`config.mk`:
```
export PLATFORM = sky130hd
export DESIGN_NAME = seg_capture
export DESIGN_NICKNAME = d
export VERILOG_FILES = /design/src/rtl/seg_capture.sv
export SDC_FILE = /design/constraint.sdc
export NUM_CORES = 1
export LEC_CHECK = 0
export CAP_MARGIN = 20
export CORE_UTILIZATION = 55
export DETAILED_ROUTE_END_ITERATION = 12
export GPL_TIMING_DRIVEN = 0
export PLACE_DENSITY_LB_ADDON = 0.1
export SLEW_MARGIN = 20
export SYNTH_ARGS = -nofsm -noshare
export SYNTH_HDL_FRONTEND = slang
export SYNTH_SLANG_ARGS = --single-unit
```
`constraint.sdc`:
```
create_clock -name clk -period 2.7 [get_ports clk]
set_clock_uncertainty 0.05 [all_clocks]
set_input_delay 0.54 -clock clk [delete_from_list [all_inputs] [get_ports clk]]
set_output_delay 0.54 -clock clk [all_outputs]
set_load 0.05 [all_outputs]
```
`src/rtl/seg_capture.sv`:
```
// Captures a multiplexed active-low 7-segment display (4 digits) into a 16-bit hex value.
// A digit is accepted once its anode/segment pattern has been stable for STABLE_CYCLES samples.
module seg_capture #(
  parameter int unsigned STABLE_CYCLES = 4
) (
  input  logic        clk,
  input  logic        rst_n,
  input  logic [3:0]  an,
  input  logic [6:0]  seg,
  input  logic        clr,
  output logic [15:0] value,
  output logic [3:0]  digit_valid,
  output logic        err,
  output logic [1:0]  err_digit,
  output logic        frame_done
);

  typedef enum logic [1:0] {
    S_IDLE  = 2'd0,
    S_TRACK = 2'd1,
    S_HELD  = 2'd2
  } state_t;

  localparam logic [3:0] ACC_CNT = 4'(STABLE_CYCLES - 1);

  // Returns {legal, nibble}; illegal codes return 5'h00.
  function automatic logic [4:0] seg_decode(input logic [6:0] s);
    logic [4:0] r;
    case (s)
      7'h01:   r = 5'h10;
      7'h4F:   r = 5'h11;
      7'h12:   r = 5'h12;
      7'h06:   r = 5'h13;
      7'h4C:   r = 5'h14;
      7'h24:   r = 5'h15;
      7'h20:   r = 5'h16;
      7'h0F:   r = 5'h17;
      7'h00:   r = 5'h18;
      7'h04:   r = 5'h19;
      7'h08:   r = 5'h1A;
      7'h60:   r = 5'h1B;
      7'h31:   r = 5'h1C;
      7'h42:   r = 5'h1D;
      7'h10:   r = 5'h1E;
      7'h38:   r = 5'h1F;
      default: r = 5'h00;
    endcase
    return r;
  endfunction

  // Returns {selectable, index}; only a single active-low anode is selectable.
  function automatic logic [2:0] an_select(input logic [3:0] a);
    logic [2:0] r;
    case (a)
      4'b1110: r = 3'b100;
      4'b1101: r = 3'b101;
      4'b1011: r = 3'b110;
      4'b0111: r = 3'b111;
      default: r = 3'b000;
    endcase
    return r;
  endfunction

  logic [3:0]  an_q, pan_q;
  logic [6:0]  seg_q, pseg_q;
  state_t      state_q, state_d;
  logic [3:0]  cnt_q, cnt_d;
  logic [15:0] value_q, value_d;
  logic [3:0]  dv_q, dv_d;
  logic        err_q, err_d;
  logic [1:0]  err_digit_q, err_digit_d;
  logic        frame_q, frame_d;
  logic [3:0]  seen_q, seen_d;

  logic [2:0]  sel_s;
  logic [4:0]  dec_s;
  logic        same_s;
  logic        accept_s;
  logic [3:0]  seen_next_s;

  assign sel_s  = an_select(an_q);
  assign dec_s  = seg_decode(seg_q);
  assign same_s = (an_q == pan_q) && (seg_q == pseg_q);

  // Stability-tracking FSM; accept fires on the edge the count reaches STABLE_CYCLES.
  always_comb begin
    state_d  = state_q;
    cnt_d    = cnt_q;
    accept_s = 1'b0;
    case (state_q)
      S_IDLE: begin
        if (sel_s[2]) begin
          state_d = S_TRACK;
          cnt_d   = 4'd1;
        end else begin
          cnt_d   = 4'd0;
        end
      end
      S_TRACK: begin
        if (!sel_s[2]) begin
          state_d = S_IDLE;
          cnt_d   = 4'd0;
        end else if (same_s) begin
          cnt_d = cnt_q + 4'd1;
          if (cnt_q == ACC_CNT) begin
            state_d  = S_HELD;
            accept_s = 1'b1;
          end else begin
            state_d  = S_TRACK;
          end
        end else begin
          cnt_d = 4'd1;
        end
      end
      S_HELD: begin
        if (!sel_s[2]) begin
          state_d = S_IDLE;
          cnt_d   = 4'd0;
        end else if (same_s) begin
          cnt_d = (cnt_q == 4'hF) ? cnt_q : cnt_q + 4'd1;
        end else begin
          state_d = S_TRACK;
          cnt_d   = 4'd1;
        end
      end
      default: begin
        state_d = S_IDLE;
        cnt_d   = 4'd0;
      end
    endcase
  end

  // Captured-data update; clear overrides a same-cycle accept.
  always_comb begin
    value_d     = value_q;
    dv_d        = dv_q;
    err_d       = err_q;
    err_digit_d = err_digit_q;
    seen_d      = seen_q;
    frame_d     = 1'b0;
    seen_next_s = seen_q | (4'b0001 << sel_s[1:0]);
    if (clr) begin
      value_d     = 16'h0000;
      dv_d        = 4'b0000;
      err_d       = 1'b0;
      err_digit_d = 2'd0;
      seen_d      = 4'b0000;
    end else if (accept_s) begin
      if (dec_s[4]) begin
        value_d[{sel_s[1:0], 2'b00} +: 4] = dec_s[3:0];
        dv_d[sel_s[1:0]]                  = 1'b1;
      end else begin
        dv_d[sel_s[1:0]] = 1'b0;
        err_d            = 1'b1;
        err_digit_d      = sel_s[1:0];
      end
      if (seen_next_s == 4'b1111) begin
        frame_d = 1'b1;
        seen_d  = 4'b0000;
      end else begin
        seen_d  = seen_next_s;
      end
    end else begin
      seen_d = seen_q;
    end
  end

  // State and sample registers with synchronous active-low reset.
  always_ff @(posedge clk) begin
    if (!rst_n) begin
      an_q        <= 4'b1111;
      seg_q       <= 7'h7F;
      pan_q       <= 4'b1111;
      pseg_q      <= 7'h7F;
      state_q     <= S_IDLE;
      cnt_q       <= 4'd0;
      value_q     <= 16'h0000;
      dv_q        <= 4'b0000;
      err_q       <= 1'b0;
      err_digit_q <= 2'd0;
      frame_q     <= 1'b0;
      seen_q      <= 4'b0000;
    end else begin
      an_q        <= an;
      seg_q       <= seg;
      pan_q       <= an_q;
      pseg_q      <= seg_q;
      state_q     <= state_d;
      cnt_q       <= cnt_d;
      value_q     <= value_d;
      dv_q        <= dv_d;
      err_q       <= err_d;
      err_digit_q <= err_digit_d;
      frame_q     <= frame_d;
      seen_q      <= seen_d;
    end
  end

  assign value       = value_q;
  assign digit_valid = dv_q;
  assign err         = err_q;
  assign err_digit   = err_digit_q;
  assign frame_done  = frame_q;

endmodule

```
Yosys cells after proc, flatten, opt, wreduce, memory -nomap -nowiden
Index checks and enable logic that the tools add are counted.
W data, S select, Z words.
- bits in writable memories: 0
- bits of input ports: 14
- memory bits (read-only): 0
- latch bits: 0
- flip-flop bits (word level): 56
- memories: 0
- div/mod/pow operators: 0
- shifts and indexed selects: 3
- add/sub/neg operators: 2
- multiply operators: 0
- $lt $le $gt $ge: 2
- eq/ne operators: 30
- reduce and logical (&&, ||, !) cells: 9
- multiplexer cells: 26
- bitwise logic cells: 7
- operators by type and width (operator ; count):
    $pmux W5 S16 ; 1
    $eq A7 B6 Y1 const B ; 4
    $eq A7 B7 Y1 const B ; 4
    $mux W4 ; 7
    $eq A4 B4 Y1 const B ; 5
    $bwmux W16 ; 1
    $shift A4 B6 Y16 const A ; 1
    $shiftx A4 B6 Y16 ; 1
    $eq A7 B3 Y1 const B ; 2
    $eq A7 B4 Y1 const B ; 2
    $eq A7 B5 Y1 const B ; 2
    $mux W2 ; 6
    $pmux W3 S4 ; 1
    $pmux W4 S3 ; 1
    $or A4 B4 Y4 ; 2
    $eq A7 B1 Y1 const B ; 1
    $eq A7 B7 Y1 ; 1
    $logic_not A7 Y1 ; 1
    $mux W1 ; 7
    $ne A3 B3 Y1 const B ; 2
    $neg A4 Y6 ; 1
    $pmux W2 S3 ; 1
    $add A4 B1 Y4 const B ; 1
    $and A4 B4 Y4 ; 1
    19 further kinds ; 23

Depth between registers and ports, before layout
- word-level depth: 9
- depth in mapped cells: 8
- depth with buffers taken out: 8

Worst setup path after synthesis
No wires, ideal clock.
- path type: reg-to-reg
- from: register an_q[3]
- to: register value_q[15], in the netlist value[15]
- path slack: 733 ps
- arrival: 1848 ps
- stages on the path, launching flop included: 8
- cell sequence: dfxtp_1 > xnor2_1 > nor2_1 > inv_1 > ha_1 > nor4_1 > nand4_1 > o21ai_1
- elaborated cells between the ends (all ways): 15
- those cells by class: add/sub (1); eq/ne (5); shift (2); mux (5); reduce/logical (2)
- RTL lines (item ; RTL line ; source):
    from (decl) ; 64 ; logic [3:0] an_q, pan_q;
    from (signal assigned) ; 184 ; an_q <= an;
    $eq A4 B3 Y1 / $eq A4 B4 Y1 (equally long branches) ; 54 ; case (a)
    $pmux W3 S4 * ; 54 ;
    named net sel_s[1] ; 75 ; logic [2:0] sel_s;
    $neg A4 Y6 * ; 150 ; value_d[{sel_s[1:0], 2'b00} +: 4] = dec_s[3:0];
    $shiftx A4 B6 Y16 / $shift A4 B6 Y16 (equally long branches) ; 150 ;
    $bwmux W16 * ; 150 ;
    to (signal assigned) ; 190 ; value_q <= value_d;
    to (decl) ; 68 ; logic [15:0] value_q, value_d;
Mark *: on every way through the listed nets, which the timed path passes. The rest lies on a longest branch.
A chain may end at the register's enable or synchronous reset.

Final worst setup path
- from: input rst_n
- to: register value_q[8], in the netlist value[8]
- longest elaborated chain between the ends: 2
- RTL lines (item ; RTL line ; source):
    from (decl) ; 7 ; input logic rst_n,
    $not A1 Y1 (no line) ; -- ;
    $reduce_or A2 Y1 (no line) ; -- ;
No other way between the ends.

==> metrics.cfg <==
[synth]
synthTopCellsByArea = dfxtp_1 38%, nand2b_1 5.7%, ha_1 5.0%
synthTopCellsByCount = 56 x dfxtp_1, 33 x nand2_1, 27 x nand2b_1, 19 x nor2_1, 15 x xnor2_1
syn_inst = 329
syn_area_mm2 = 0.00298
synth_ff_type = dfxtp_1
synth_edf_count = 0
yosysTopAreaCell = dfxtp_1
ys_ff_latch = 56
yosysMostFrequentCell = dfxtp_1
synth.distinct_cells = 59
synth_top_area_share_pct = 37.7
synthArstFlopShare_pct = 0
syn_area_per_cell_um2 = 9.05
yosysSeqAreaShare_pct = 37.7
mappedNetlistNets = 355
ys_warn_count = 0

[detailed_routing]
drtAntennaViolNets = 0
drt_iter0_drc = 114
drc = 0
vias_per_cell = 5.49
drt-total-wl_um = 6130
routedWlPerCell_um = 13.8
drt-pass1-iter-count = 5
vias = 2437

[power_and_ir_drop]
powerDensity_mw_per_mm2 = 465
swShare_pct = 25.6
p_seq_share_pct = 52.2
intPower_mw = 1.23
clkPwrFrac_pct = 33.9
power.total_mw = 1.65
power_leakage_nw = 1.34
combPwrFrac_pct = 13.9
power_switching_mw = 0.423
ir_drop_mv = 0.319

[global_route]
antenna_found_initial = 0
grt_pass1_vias = 2174
track_usage_pct = 23.2
grt_max_degree = 18
overflow = 0
grt_pass1_wl_um = 10100

[hold_path]
worstHoldPathType = flop to flop
hold_start = value[15]
holdPathStages = 2

[timing]
period_share_pct = 90.8
fin_setup_tns_ps = 0
worst_slew_pin_slew_ps = 602
holdWs_ps = 406
setup_viol = 0
slew_violations = 0
relSlewSlack_pct = 59.5
final_hold_viol_count = 0
post-route-min-period_ps = 2450
max_freq_mhz = 408
grt_setup_unrepaired = no

[worst_setup_path]
critical_path.endpoint = value[8]
cp-start-kind = input port
reg2regPathDepth = 7
critical_path_class = input port to flop
r2r_end = value[14]
end_kind = flop
crit_start = rst_n
r2r_start = an_q[1]
cp_data_arrival_time_ps = 2640
cp_max_fo = 10
cp.required_ps = 2890
rrSetupSlack_ps = 430

[placement]
place.gp.congestion = 0.803
dp_hpwl_um = 4560
dpl_cell_area_mm2 = 0.00343
dp.cells = 436
io_buffers = 37

[layout]
syn2layout_area_growth_pct = 19.3
fin_nets = 399
final_area_mm2 = 0.00355
multi_input_area_mm2 = 0.00172
fill_cells = 412
fin_cells = 444
seq_area_mm2 = 0.00112
drive_gt1_share_pct = 9.36
num_antenna_cells = 0

[clock_network]
htreeDepth = 2
cts_buffers = 5
clk_pin_slew_ps = 100
root_buffer = clkbuf_8
clk_latency_ps = 310
clockBufferDepth = 2
cts_tree = done
cts.sinks = 56

[floorplanning]
die_h_um = 75.6
die_area_mm2 = 0.00571
io_pins = 38
die_w_um = 75.6
coreArea_mm2 = 0.00517
start_util_pct = 57.5
placementRows = 26

[run]
drv_cap = 0

[status]
status = completed

registers in the layout, summed over array words and instances, names as in the netlist, named ones only:
name	count
value	16
pseg_q	7
seg_q	7
an_q	4
cnt_q	4
pan_q	4
seen_q	4
err_digit	2
state_q	2
err	1
frame_done	1
worst max-delay path, stage by stage:
cell	delay (ps)
clkdlybuf4s50_1	490
clkbuf_1	370
nor2b_1	180
clkbuf_1	360
clkbuf_1	420
nand2_1	110
mux2i_1	150
cells in the final DEF (no fill, tap or decap), types with 3 or more instances in the layout:
cell type and n:
xnor2_1 15, buf_4 3, clkbuf_8 5, nand2_1 33, ha_1 12, nand3_1 10
and2_1 3, dfxtp_1 56, clkbuf_1 9, o21ai_0 13, nor2b_1 9, nor2_1 19
nor3_1 4, and3_1 6, inv_1 7, a211oi_1 3, nand3b_1 7, o31ai_1 3
o21a_1 3, nand4_1 8, a21oi_1 10, mux2i_1 12, clkdlybuf4s50_1 37, nand2b_1 27
buf_2 5
final cells by class:
class	count	area share, %
buffer	19	3.24
clock buffer	6	2.04
clock inverter	2	1.09
inverter	7	0.740
multi-input combinational	247	48.4
sequential	56	31.6
tap	70	2.47
timing repair buffer	37	10.4
routing by layer:
layer  global-route usage (%)  share of wire, %  up-vias
met5                        0                 0        -
met4                     7.00               1.2        0
met3                     4.23               3.7        7
met2                     38.8                47       66
met1                     30.7                48     1130
li1                         -                 -     1234
cell families after synthesis:
| kind of cell | after synthesis | share of synthesized area [%] |
|---|---|---|
| buffers and inverters | 26 | 4.75 |
| and+or+nand+nor | 146 | 28.4 |
| AOI/OAI and AO/OA | 57 | 13.6 |
| xor gates and xnor gates | 19 | 6.10 |
| DFF | 56 | 37.7 |
| muxes | 13 | 4.41 |
| adders and majority gates | 12 | 5.04 |
repair_timing:
| item | CTS | global route |
|---|---|---|
| setup endpoints to repair | 0 | 2 |
| hold endpoints to repair | 0 | 0 |
| hold buffers | 0 | 0 |
| resized for setup | 0 | 1 |
| setup buffers | 0 | 0 |
how the worst min path moves through the flow:
stage	to	slack [ps]
floorplan	seen_q[1]	390
global placement	value[15]	390
detailed placement	value[15]	390
CTS	value[15]	410
global route	value[15]	430
finish	value[15]	410
stage by stage:
step / util [%] / setup slack, ps
2_1_floorplan: - / 733
3_3_place_gp: 66.4 / -12.8
3_5_place_dp: 66.4 / -74.3
4_1_cts: 68.6 / 223
5_1_grt: 68.7 / 7.84
6_report: 68.7 / 248
power groups by stage:
stage	Clock (mW)	Sequential [mW]	Combinational (mW)
finish	0.560	0.861	0.230
global placement	0	0.880	0.222
detailed placement	0	0.880	0.226
global route	0.595	0.863	0.255
floorplan	0	0.877	0.170
CTS	0.567	0.861	0.228
Power figures use the tool's default switching activity.
